<file path="src/rtl/seq_divider_8bit_pkg.sv">
// Shared types and defaults for the sequential restoring divider.
package seq_divider_8bit_pkg;

  localparam int DEF_WIDTH       = 8;
  localparam int DEF_SYNC_STAGES = 2;

  typedef enum logic [1:0] {
    ST_IDLE = 2'd0,
    ST_RUN  = 2'd1,
    ST_DONE = 2'd2
  } state_t;

endpackage

</file>
<file path="src/rtl/seq_divider_8bit_if.sv">
// Board-facing bundle: command strobe, switches, six hex digits and status LEDs.
interface seq_divider_8bit_if;

  logic       i_key1;
  logic [9:0] i_sw;
  logic [6:0] o_hex0;
  logic [6:0] o_hex1;
  logic [6:0] o_hex2;
  logic [6:0] o_hex3;
  logic [6:0] o_hex4;
  logic [6:0] o_hex5;
  logic [2:0] o_ledr;

  modport slave (
    input  i_key1, i_sw,
    output o_hex0, o_hex1, o_hex2, o_hex3, o_hex4, o_hex5, o_ledr
  );

  modport master (
    output i_key1, i_sw,
    input  o_hex0, o_hex1, o_hex2, o_hex3, o_hex4, o_hex5, o_ledr
  );

endinterface

</file>
<file path="src/rtl/hex_ssd.sv">
// Nibble to active-low seven-segment pattern, bit order {g,f,e,d,c,b,a}.
module hex_ssd (
  input  logic [3:0] i_nib,
  output logic [6:0] o_seg
);

  always_comb begin
    o_seg = 7'h7F;
    case (i_nib)
      4'h0: o_seg = 7'h40;
      4'h1: o_seg = 7'h79;
      4'h2: o_seg = 7'h24;
      4'h3: o_seg = 7'h30;
      4'h4: o_seg = 7'h19;
      4'h5: o_seg = 7'h12;
      4'h6: o_seg = 7'h02;
      4'h7: o_seg = 7'h78;
      4'h8: o_seg = 7'h00;
      4'h9: o_seg = 7'h10;
      4'hA: o_seg = 7'h08;
      4'hB: o_seg = 7'h03;
      4'hC: o_seg = 7'h46;
      4'hD: o_seg = 7'h21;
      4'hE: o_seg = 7'h06;
      4'hF: o_seg = 7'h0E;
      default: o_seg = 7'h7F;
    endcase
  end

endmodule

</file>
<file path="src/rtl/seq_divider_8bit_div_core.sv">
// Restoring divide datapath, one quotient bit per clock; WIDTH cycles busy per start.
// With DIV_ZERO_TRAP_EN a zero divisor presets Q=all-ones, R=dividend without iterating.
module div_core
  import seq_divider_8bit_pkg::*;
#(
  parameter int WIDTH = DEF_WIDTH
) (
  input  logic             i_clk,
  input  logic             i_rst,
  input  logic             i_start,
  input  logic [WIDTH-1:0] i_dividend,
  input  logic [WIDTH-1:0] i_divisor,
  output logic             o_busy,
  output logic             o_done,
  output logic [WIDTH-1:0] o_quotient,
  output logic [WIDTH-1:0] o_remainder
);

  localparam int CW = $clog2(WIDTH);

  logic             r_busy;
  logic [CW-1:0]    r_cnt;
  logic [WIDTH-1:0] r_work;
  logic [WIDTH-1:0] r_rem;
  logic [WIDTH-1:0] r_dvs;
  logic [WIDTH:0]   w_shift;
  logic [WIDTH-1:0] w_diff;
  logic             w_qbit;

  // r_work starts as the dividend and fills with quotient bits from the right.
  // The difference is only taken when w_shift >= divisor, so it always fits WIDTH bits.
  always_comb begin
    w_shift = {r_rem, r_work[WIDTH-1]};
    w_qbit  = (w_shift >= {1'b0, r_dvs});
    w_diff  = w_shift[WIDTH-1:0] - r_dvs;
  end

  always_ff @(posedge i_clk or posedge i_rst) begin
    if (i_rst) begin
      r_busy <= 1'b0;
      r_cnt  <= '0;
      r_work <= '0;
      r_rem  <= '0;
      r_dvs  <= '0;
    end else if (i_start) begin
`ifdef DIV_ZERO_TRAP_EN
      if (i_divisor == '0) begin
        r_busy <= 1'b0;
        r_work <= '1;
        r_rem  <= i_dividend;
      end else
`endif
      begin
        r_busy <= 1'b1;
        r_cnt  <= CW'(WIDTH - 1);
        r_work <= i_dividend;
        r_rem  <= '0;
        r_dvs  <= i_divisor;
      end
    end else if (r_busy) begin
      r_work <= {r_work[WIDTH-2:0], w_qbit};
      r_rem  <= w_qbit ? w_diff : w_shift[WIDTH-1:0];
      r_cnt  <= r_cnt - 1'b1;
      if (r_cnt == '0) r_busy <= 1'b0;
    end
  end

  assign o_busy      = r_busy;
  assign o_done      = r_busy && (r_cnt == '0);
  assign o_quotient  = r_work;
  assign o_remainder = r_rem;

endmodule

</file>
<file path="src/rtl/seq_divider_8bit.sv">
// Top: KEY[1] synchroniser + edge detect, operand registers, IDLE/RUN/DONE control, hex display mux.
// Optional DIV_ZERO_TRAP_EN: a start with B==0 goes straight to DONE and raises LEDR[2].
module seq_divider_8bit
  import seq_divider_8bit_pkg::*;
#(
  parameter int WIDTH       = DEF_WIDTH,
  parameter int SYNC_STAGES = DEF_SYNC_STAGES
) (
  input  logic              CLOCK_50,
  input  logic              i_rst,
  seq_divider_8bit_if.slave bus
);

  logic [SYNC_STAGES-1:0] r_sync;
  logic                   r_key_prev;
  logic                   w_cmd;
  state_t                 r_state;
  state_t                 w_next;
  logic                   w_start;
  logic                   w_load;
  logic                   w_trap;
  logic [WIDTH-1:0]       r_a;
  logic [WIDTH-1:0]       r_b;
  logic [WIDTH-1:0]       w_quo;
  logic [WIDTH-1:0]       w_rem;
  logic [WIDTH-1:0]       w_res;
  logic                   w_core_busy;
  logic                   w_core_done;

  assign w_cmd = r_sync[SYNC_STAGES-1] & ~r_key_prev;

  always_ff @(posedge CLOCK_50 or posedge i_rst) begin
    if (i_rst) begin
      r_sync     <= '0;
      r_key_prev <= 1'b0;
    end else begin
      r_sync     <= {r_sync[SYNC_STAGES-2:0], bus.i_key1};
      r_key_prev <= r_sync[SYNC_STAGES-1];
    end
  end

  always_ff @(posedge CLOCK_50 or posedge i_rst) begin
    if (i_rst) r_state <= ST_IDLE;
    else       r_state <= w_next;
  end

  // Commands are only decoded outside RUN, so a strobe mid-divide is dropped.
  always_comb begin
    w_next  = r_state;
    w_start = 1'b0;
    w_load  = 1'b0;
    case (r_state)
      ST_IDLE, ST_DONE: begin
        if (w_cmd) begin
          if (bus.i_sw[9]) begin
            w_start = 1'b1;
            w_next  = w_trap ? ST_DONE : ST_RUN;
          end else begin
            w_load = 1'b1;
            w_next = ST_IDLE;
          end
        end
      end
      ST_RUN:  if (w_core_done) w_next = ST_DONE;
      default: w_next = ST_IDLE;
    endcase
  end

  always_ff @(posedge CLOCK_50 or posedge i_rst) begin
    if (i_rst) begin
      r_a <= '0;
      r_b <= '0;
    end else if (w_load) begin
      if (bus.i_sw[8]) r_b <= bus.i_sw[WIDTH-1:0];
      else             r_a <= bus.i_sw[WIDTH-1:0];
    end
  end

`ifdef DIV_ZERO_TRAP_EN
  logic r_dz;
  assign w_trap = (r_b == '0);
  always_ff @(posedge CLOCK_50 or posedge i_rst) begin
    if (i_rst)                  r_dz <= 1'b0;
    else if (w_load || w_start) r_dz <= w_start & w_trap;
  end
  assign bus.o_ledr[2] = r_dz;
`else
  assign w_trap        = 1'b0;
  assign bus.o_ledr[2] = 1'b0;
`endif

  div_core #(.WIDTH(WIDTH)) u_core (
    .i_clk       (CLOCK_50),
    .i_rst       (i_rst),
    .i_start     (w_start),
    .i_dividend  (r_a),
    .i_divisor   (r_b),
    .o_busy      (w_core_busy),
    .o_done      (w_core_done),
    .o_quotient  (w_quo),
    .o_remainder (w_rem)
  );

  assign bus.o_ledr[0] = w_core_busy;
  assign bus.o_ledr[1] = (r_state == ST_DONE);

  // Result stays in the core after a load but is only shown in DONE.
  assign w_res = (r_state == ST_DONE) ? (bus.i_sw[8] ? w_rem : w_quo) : '0;

  hex_ssd u_hex0 (.i_nib(r_a[3:0]),   .o_seg(bus.o_hex0));
  hex_ssd u_hex1 (.i_nib(r_a[7:4]),   .o_seg(bus.o_hex1));
  hex_ssd u_hex2 (.i_nib(r_b[3:0]),   .o_seg(bus.o_hex2));
  hex_ssd u_hex3 (.i_nib(r_b[7:4]),   .o_seg(bus.o_hex3));
  hex_ssd u_hex4 (.i_nib(w_res[3:0]), .o_seg(bus.o_hex4));
  hex_ssd u_hex5 (.i_nib(w_res[7:4]), .o_seg(bus.o_hex5));

endmodule

</file>
<file path="src/flat_wrapper.sv">
// flat-port wrapper written by rule: the top's interface ports become plain ports
module seq_divider_8bit_flat import seq_divider_8bit_pkg::*;
#(
  parameter int WIDTH       = DEF_WIDTH,
  parameter int SYNC_STAGES = DEF_SYNC_STAGES
)
  (CLOCK_50, i_rst, bus_i_key1, bus_i_sw, bus_o_hex0, bus_o_hex1, bus_o_hex2, bus_o_hex3, bus_o_hex4, bus_o_hex5, bus_o_ledr);
  seq_divider_8bit_if bus_i ();
  input  logic CLOCK_50;
  input  logic i_rst;
  input wire logic [$bits(bus_i.i_key1)-1:0] bus_i_key1;
  input wire logic [$bits(bus_i.i_sw)-1:0] bus_i_sw;
  output wire logic [$bits(bus_i.o_hex0)-1:0] bus_o_hex0;
  output wire logic [$bits(bus_i.o_hex1)-1:0] bus_o_hex1;
  output wire logic [$bits(bus_i.o_hex2)-1:0] bus_o_hex2;
  output wire logic [$bits(bus_i.o_hex3)-1:0] bus_o_hex3;
  output wire logic [$bits(bus_i.o_hex4)-1:0] bus_o_hex4;
  output wire logic [$bits(bus_i.o_hex5)-1:0] bus_o_hex5;
  output wire logic [$bits(bus_i.o_ledr)-1:0] bus_o_ledr;
  assign bus_i.i_key1 = bus_i_key1;
  assign bus_i.i_sw = bus_i_sw;
  assign bus_o_hex0 = bus_i.o_hex0;
  assign bus_o_hex1 = bus_i.o_hex1;
  assign bus_o_hex2 = bus_i.o_hex2;
  assign bus_o_hex3 = bus_i.o_hex3;
  assign bus_o_hex4 = bus_i.o_hex4;
  assign bus_o_hex5 = bus_i.o_hex5;
  assign bus_o_ledr = bus_i.o_ledr;
  seq_divider_8bit #(.WIDTH(WIDTH), .SYNC_STAGES(SYNC_STAGES)) u_core (.CLOCK_50(CLOCK_50), .i_rst(i_rst), .bus(bus_i));
endmodule
</file>
<file path="config.mk">
export PLATFORM = sky130hd
export DESIGN_NAME = seq_divider_8bit_flat
export DESIGN_NICKNAME = d
export VERILOG_FILES = /design/src/rtl/seq_divider_8bit_pkg.sv /design/src/rtl/seq_divider_8bit_if.sv /design/src/rtl/hex_ssd.sv /design/src/rtl/seq_divider_8bit_div_core.sv /design/src/rtl/seq_divider_8bit.sv /design/src/flat_wrapper.sv
export SDC_FILE = /design/constraint.sdc
export NUM_CORES = 1
export LEC_CHECK = 0
export BUFFER_PORTS_ARGS = -buffer_cell sky130_fd_sc_hd__buf_2
export CAP_MARGIN = 40
export CORE_MARGIN = 1.5
export CORE_UTILIZATION = 60
export DETAILED_ROUTE_END_ITERATION = 10
export GPL_TIMING_DRIVEN = 1
export HOLD_SLACK_MARGIN = 0.05
export PLACE_DENSITY_LB_ADDON = 0.12
export SLEW_MARGIN = 25
export SYNTH_ARGS = -nofsm -noshare
export SYNTH_HDL_FRONTEND = slang
export SYNTH_SLANG_ARGS = --single-unit
export TNS_END_PERCENT = 1
</file>
<file path="constraint.sdc">
create_clock -name CLOCK_50 -period 6.6 [get_ports CLOCK_50]
set_clock_uncertainty 0.15 [all_clocks]
set_input_delay 1.32 -clock CLOCK_50 [delete_from_list [all_inputs] [get_ports CLOCK_50]]
set_output_delay 1.32 -clock CLOCK_50 [all_outputs]
set_load 0.02 [all_outputs]
</file>
### Yosys cells after proc, flatten, opt, wreduce, memory -nomap -nowiden

Memories as Yosys holds them, arrays and structs flattened.
Index checks and enable logic that the tools add are counted.

| word-level totals | value |
|---|---|
| flip-flop bits (word level) | 49 |
| ROM bits | 672 |
| input port bits | 13 |
| output and inout bits | 45 |
| logic and storage cells | 56 |
| memories kept | 6 |

| operators by class | value |
|---|---|
| add/subtract/negate cells | 2 |
| $lt $le $gt $ge | 1 |
| equality and inequality tests | 4 |
| multiplexer cells | 22 |
| bitwise logic cells | 3 |
| reduce and logical (&&, ||, !) cells | 8 |

Memories:

| name | words | bits a word | rd ports | clocked after memory_dff | write ports | RTL line | source |
|---|---|---|---|---|---|---|---|
| (name not given) | 16 | 7 | 1 | 0 | 0 | hex_ssd.sv:9 | `case (i_nib)` |
| (name not given) | 16 | 7 | 1 | 0 | 0 | hex_ssd.sv:9 |  |
| (name not given) | 16 | 7 | 1 | 0 | 0 | hex_ssd.sv:9 |  |
| (name not given) | 16 | 7 | 1 | 0 | 0 | hex_ssd.sv:9 |  |
| (name not given) | 16 | 7 | 1 | 0 | 0 | hex_ssd.sv:9 |  |
| (name not given) | 16 | 7 | 1 | 0 | 0 | hex_ssd.sv:9 |  |

Operators by type and width:

| cell | count |
|---|---|
| $mux 8 | 7 |
| $mux 1 | 10 |
| $ge 9x8->1 | 1 |
| $sub 8x8->8 | 1 |
| $mux 3 | 2 |
| $reduce_and 2->1 | 3 |
| $mux 2 | 2 |
| $pmux 2 s2 | 1 |
| $logic_not 3->1 | 1 |
| $sub 3x1->3 const B | 1 |
| $eq 2x1->1 const B | 1 |
| $eq 2x2->1 const B | 1 |
| $logic_not 2->1 | 1 |
| $ne 2x1->1 const B | 1 |
| $ne 2x2->1 const B | 1 |
| $not 1->1 | 2 |
| $reduce_bool 2->1 | 1 |
| $reduce_or 2->1 | 1 |
| $and 1x1->1 | 1 |
| $logic_and 1x1->1 | 1 |

### Depth between registers and ports, before layout

| depth | value |
|---|---|
| word-level depth | 5 |
| gate-level depth with buffers | 10 |
| depth with buffers taken out | 9 |

### Hierarchy

A second synthesis with hierarchy kept.

| second synthesis, totals | value |
|---|---|
| cell total of the unflattened synthesis | 452 |
| area, all modules | 4,418.0 um2 |

Modules (own cells, without submodules):

| module | instances | cells an instance | area each (um2) |
|---|---|---|---|
| div_core | 1 | 189 | 1,784.2 |
| hex_ssd | 6 | 32 | 275.3 |
| seq_divider_8bit | 1 | 71 | 982.2 |

### Worst setup path after synthesis

Ideal clock, no wire load.

| path | value |
|---|---|
| kind | input to output |
| from | input bus_i_sw[8] |
| to | output bus_o_hex5[4] |
| arrival | 2.875 ns |
| required time | 5.130 ns |
| path slack | 2.255 ns |
| stages | 6 |
| path buffers | 1 |
| path through | buf_2 mux2_2 nand2_1 inv_1 ha_1 o31ai_1 |

| on the way | value |
|---|---|
| word-level cells in the longest chain between the ends | 3 |

Ends and longest elaborated chain:

| what | RTL line | source |
|---|---|---|
| from (decl) | flat_wrapper.sv:12 | `input wire logic [$bits(bus_i.i_sw)-1:0] bus_i_sw;` |
| $mux 8 (2 in a row) | seq_divider_8bit.sv:108 | `assign w_res = (r_state == ST_DONE) ? (bus.i_sw[8] ? w_rem : w_quo) : '0;` |
| $mem_v2 16x7 | n/a |  |
| to (decl) | flat_wrapper.sv:18 | `output wire logic [$bits(bus_i.o_hex5)-1:0] bus_o_hex5;` |

Every way passes these cells.

### Worst setup path in the final report

| path | value |
|---|---|
| from | input bus_i_sw[8] |
| to | output bus_o_hex4[3] |

| on the way | value |
|---|---|
| word-level cells in the longest chain between the ends | 3 |

Ends and longest elaborated chain:

| what | RTL line | source |
|---|---|---|
| $mux 8 (2 in a row) | seq_divider_8bit.sv:108 |  |
| $mem_v2 16x7 | n/a |  |
| to (decl) | flat_wrapper.sv:17 | `output wire logic [$bits(bus_i.o_hex4)-1:0] bus_o_hex4;` |

Every way passes these cells.

==> summary by stage <==
Run status
The flow ran to the end, and the final reports show no timing, DRC or antenna violations.

Yosys
The cell taking the most area after synthesis is sky130_fd_sc_hd__dfrtp_1. The fraction of synthesis flops using an asynchronous set or reset pin is 100%. Yosys attributes the largest share of cell area to sky130_fd_sc_hd__dfrtp_1 (31%), sky130_fd_sc_hd__ha_1 (15%), sky130_fd_sc_hd__o21ai_0 (6.7%). The commonest cells after synthesis are sky130_fd_sc_hd__nand2_1 (60), sky130_fd_sc_hd__o21ai_0 (53), sky130_fd_sc_hd__dfrtp_1 (49), sky130_fd_sc_hd__ha_1 (46), sky130_fd_sc_hd__inv_1 (37). The fraction of post-synthesis cell area in the top cell type by area is 31.1%. The total of warnings raised by yosys is 0.

The number of enable-type register cells in the synthesized netlist is 0. The average instance in the mapped netlist occupies 8.72 um^2. The synthesis-stage register bit count is 49. The most common cell in the synthesized netlist is sky130_fd_sc_hd__nand2_1. The main flop type after synthesis is sky130_fd_sc_hd__dfrtp_1. The total nets after synthesis is 512. The sequential area share after synthesis is 31.1%. The post-synthesis cell type count is 51.

The cell count after synthesis came out at 452. The combined area of all synthesized cells is 3940 um^2.

Clock tree
The insertion delay of the later-clocked pin in the worst-skew pair is 0.30 ns. TritonCTS built the clock tree. The clock sink count is 49. Buffers added to address setup during post-CTS repair amount to 0.

The largest buffer count on any clock path is 2. The tree is rooted in a sky130_fd_sc_hd__clkbuf_8. Clock-pin slew was measured on the worst setup and hold paths at 0.09 ns.

In this run, post-CTS repair resized a total of 0 instances. Buffers inserted during clock tree synthesis total 5. The H-tree was split into 2 levels. In this run, post-CTS hold repair placed 0 buffers.

STA
The final number of hold-violating endpoints is 0. The final number of setup-violating endpoints is 0. Setup repair after global routing left no endpoint under its margin.

The shortest period the worst path allows is 4.56 ns. The final critical path takes up 69.0% of the cycle. The total count of max-transition violations in the final report came to 0. The fmax is 219 MHz.

For the pin with the worst max-slew slack, the measured transition is 0.548 ns. Setup slack on the critical path of the routed design comes to 2.04 ns. The final total negative setup slack is 0 ns.

The remaining max-slew budget at the tightest pin is 63.4%. The worst hold margin is 0.224 ns.

Floorplan
58 I/O pins were placed. Once the floorplan was initialized, standard cells occupied 62.1% of the core. The vertical die dimension is 84.1 um. In this run the horizontal extent of the chip is 84.1 um. The number of rows created at floorplan is 29. The die covers 7070 um^2. The region available for standard cell placement spans 6350 um^2.

Worst setup path
Along the worst path, the maximum fanout reaches 10. For the worst setup path, the data required time is 5.13 ns. The slack of the worst reg-to-reg path is 4.24 ns.

The startpoint type of the worst setup path is an input port. For the worst setup path, the data arrival time is 3.09 ns. The critical path in this run is classified as in -> out. The startpoint identified for the worst register-to-register timing path is u_core.u_core.o_remainder[1]. The critical path endpoint is bus_o_hex4[3]. In this run the critical register-to-register path is captured at u_core.u_core.o_remainder[7]. Tracing the worst setup path back leads to its startpoint at bus_i_sw[8]. Counting cells, the worst reg-to-reg path comes to 7. The worst setup path is captured at an output pin.

Power and ir drop
For this design the ratio of total power to cell area is 543 nW/um^2. For this design the total switching power over the nets is 1.19 mW. The analysis attributes to cell leakage a power of 2.11 nW. Combinational cells account for 64.7% of the total power. The switching portion of total power is 50.0%.

After layout, the design draws a total of 2.37 mW. The clock network accounts for 7.2% of the total power. The share of power burned in registers is 28.0%. Internal power comes to 1.19 mW. VDD sags by at most 0.000374 V.

Layout
At the end of the flow, the number of nets in the layout was 557. The number of inserted filler cells in the final layout is 516. The layout overhead on the synthesized area is 10.8%. The cell area after layout is 4370 um^2. The repair_antennas step left the layout with diodes totalling 0. The layout cell share with drive strength beyond 1 is 20.5%.

Global route
The first global-routing pass estimated 14600 um of wire. Across every metal layer, demand over resource in global routing totals 25.0%. Entering global routing, the biggest net connects 30 pins. Global routing finished with a remaining overflow of 0.

The number of antenna violations at the first check in global routing came to 0. The via count of the first global-routing pass is 3074.

Placed design
Once detailed placement completed, the half-perimeter wirelength came to 6280 um. Buffers placed on the I/O ports in this run total 56. The weighted congestion reported at the end of routability-driven placement is 0.913. The instance area at placement is 4280 um^2. The worst setup slack before clock tree synthesis is 2.03 ns.

Route
In this run the top signal layer used is met4. For this run, design rule violations remaining after detail routing come to 0. The total routed wire length on the met1 layer is 4000 um.

The detail route stage leaves a number of antenna-violating nets equal to 0. The total number of vias is 3291. The via density per instance is 5.73. The first TritonRoute pass finished after 4 iterations. The amount of wire on met2 after detailed routing is 3950 um. For this block, the routed nets add up to 8340 um of wire. Dividing the detail-routed wire length by the instance count gives 14.5 um.

For this block, the initial DRC count from the detailed router was 159. After detailed routing, the met3 layer carries 352 um of wire.

Worst hold path
In this run the worst hold path is classified as reg -> reg.

Flow run
The number of maximum-capacitance violations is 0.
layer usage:
| layer | vias to the layer above | track usage, % |
|---|---|---|
| met5 | - | 0 |
| met4 | 0 | 3.28 |
| met3 | 4 | 3.66 |
| met2 | 83 | 40.6 |
| met1 | 1541 | 36.4 |
| li1 | 1663 | - |
area by class of cell:
class,count,area (um^2),share of cell area (%)
clock buffer,5,68.8,1.58
tap,77,96.3,2.21
timing repair buffer,60,330,7.56
multi-input combinational,343,2490,57.0
clock inverter,2,16.3,0.372
sequential,49,1230,28.1
inverter,38,143,3.26
placed cells by master, fill, tap and decap left out, drive strengths merged, types with 3 or more instances in the layout:
| cell | n |
|---|---|
| clkbuf | 5 |
| nand3b | 3 |
| nand2 | 60 |
| inv | 38 |
| mux2 | 18 |
| a22o | 5 |
| o21a | 4 |
| nor2 | 25 |
| nor2b | 6 |
| o22ai | 8 |
| o21ai | 53 |
| ha | 46 |
| nor3 | 7 |
| nand2b | 9 |
| mux2i | 24 |
| xnor2 | 3 |
| nand3 | 6 |
| dfrtp | 49 |
| or3 | 3 |
| a21oi | 22 |
| buf | 60 |
| mux4 | 5 |
| a31oi | 4 |
| o31ai | 3 |
| nor4 | 4 |
power groups by stage:
stage          clock network, mW  logic, mW  registers, mW
2_1_floorplan                  0       1.27          0.546
6_report                   0.172       1.54          0.665
3_5_place_dp                   0       1.52          0.670
5_1_grt                    0.188       1.71          0.698
3_3_place_gp                   0       1.48          0.662
4_1_cts                    0.176       1.53          0.663
critical path, stage by stage:
cell and delay [ns]:
sky130_fd_sc_hd__buf_2 0.22, sky130_fd_sc_hd__mux2i_1 0.11, sky130_fd_sc_hd__nor2_1 0.30, sky130_fd_sc_hd__inv_1 0.16, sky130_fd_sc_hd__ha_1 0.32, sky130_fd_sc_hd__inv_1 0.05
sky130_fd_sc_hd__mux4_2 0.44, sky130_fd_sc_hd__buf_2 0.17
metrics by stage:
stage          utilization (%)  std cells
3_3_place_gp              66.9        565
3_5_place_dp              67.5        567
6_report                  68.8        574
4_1_cts                   68.8        574
2_1_floorplan                -        452
5_1_grt                   68.8        574
cells by family after synthesis:
logic type / Yosys count / synth area share [%]
xor gates and xnor gates: 4 / 0.889
adders and majority gates: 47 / 15.1
muxes: 47 / 14.2
AOI/OAI and AO/OA: 112 / 16.7
buffers and inverters: 60 / 5.93
DFF: 49 / 31.1
and+or+nand+nor: 132 / 16.0
other: 1 / 0.0951
sequential cells by signal, indices dropped and copies added, names as in the netlist:
name and flops:
u_core.u_core.o_busy 1, u_core.u_core.r_dvs 8, u_core.r_key_prev 1, u_core.u_core.r_cnt 3
u_core.r_a 8, u_core.r_b 8, u_core.u_core.o_remainder 8, u_core.r_state 2
u_core.u_core.o_quotient 8, u_core.r_sync 2
worst min-delay path by stage:
stage                      from          endpoint  slack (ns)  cells past startpoint
3_3_place_gp   u_core.r_sync[0]  u_core.r_sync[1]        0.18                      0
4_1_cts        u_core.r_sync[0]  u_core.r_sync[1]        0.23                      0
3_5_place_dp   u_core.r_sync[0]  u_core.r_sync[1]        0.20                      0
6_report       u_core.r_sync[0]  u_core.r_sync[1]        0.22                      0
2_1_floorplan  u_core.r_sync[0]  u_core.r_sync[1]        0.18                      0
5_1_grt        u_core.r_sync[0]  u_core.r_sync[1]        0.22                      0
No activity file was read; power rests on OpenSTA's default activity.
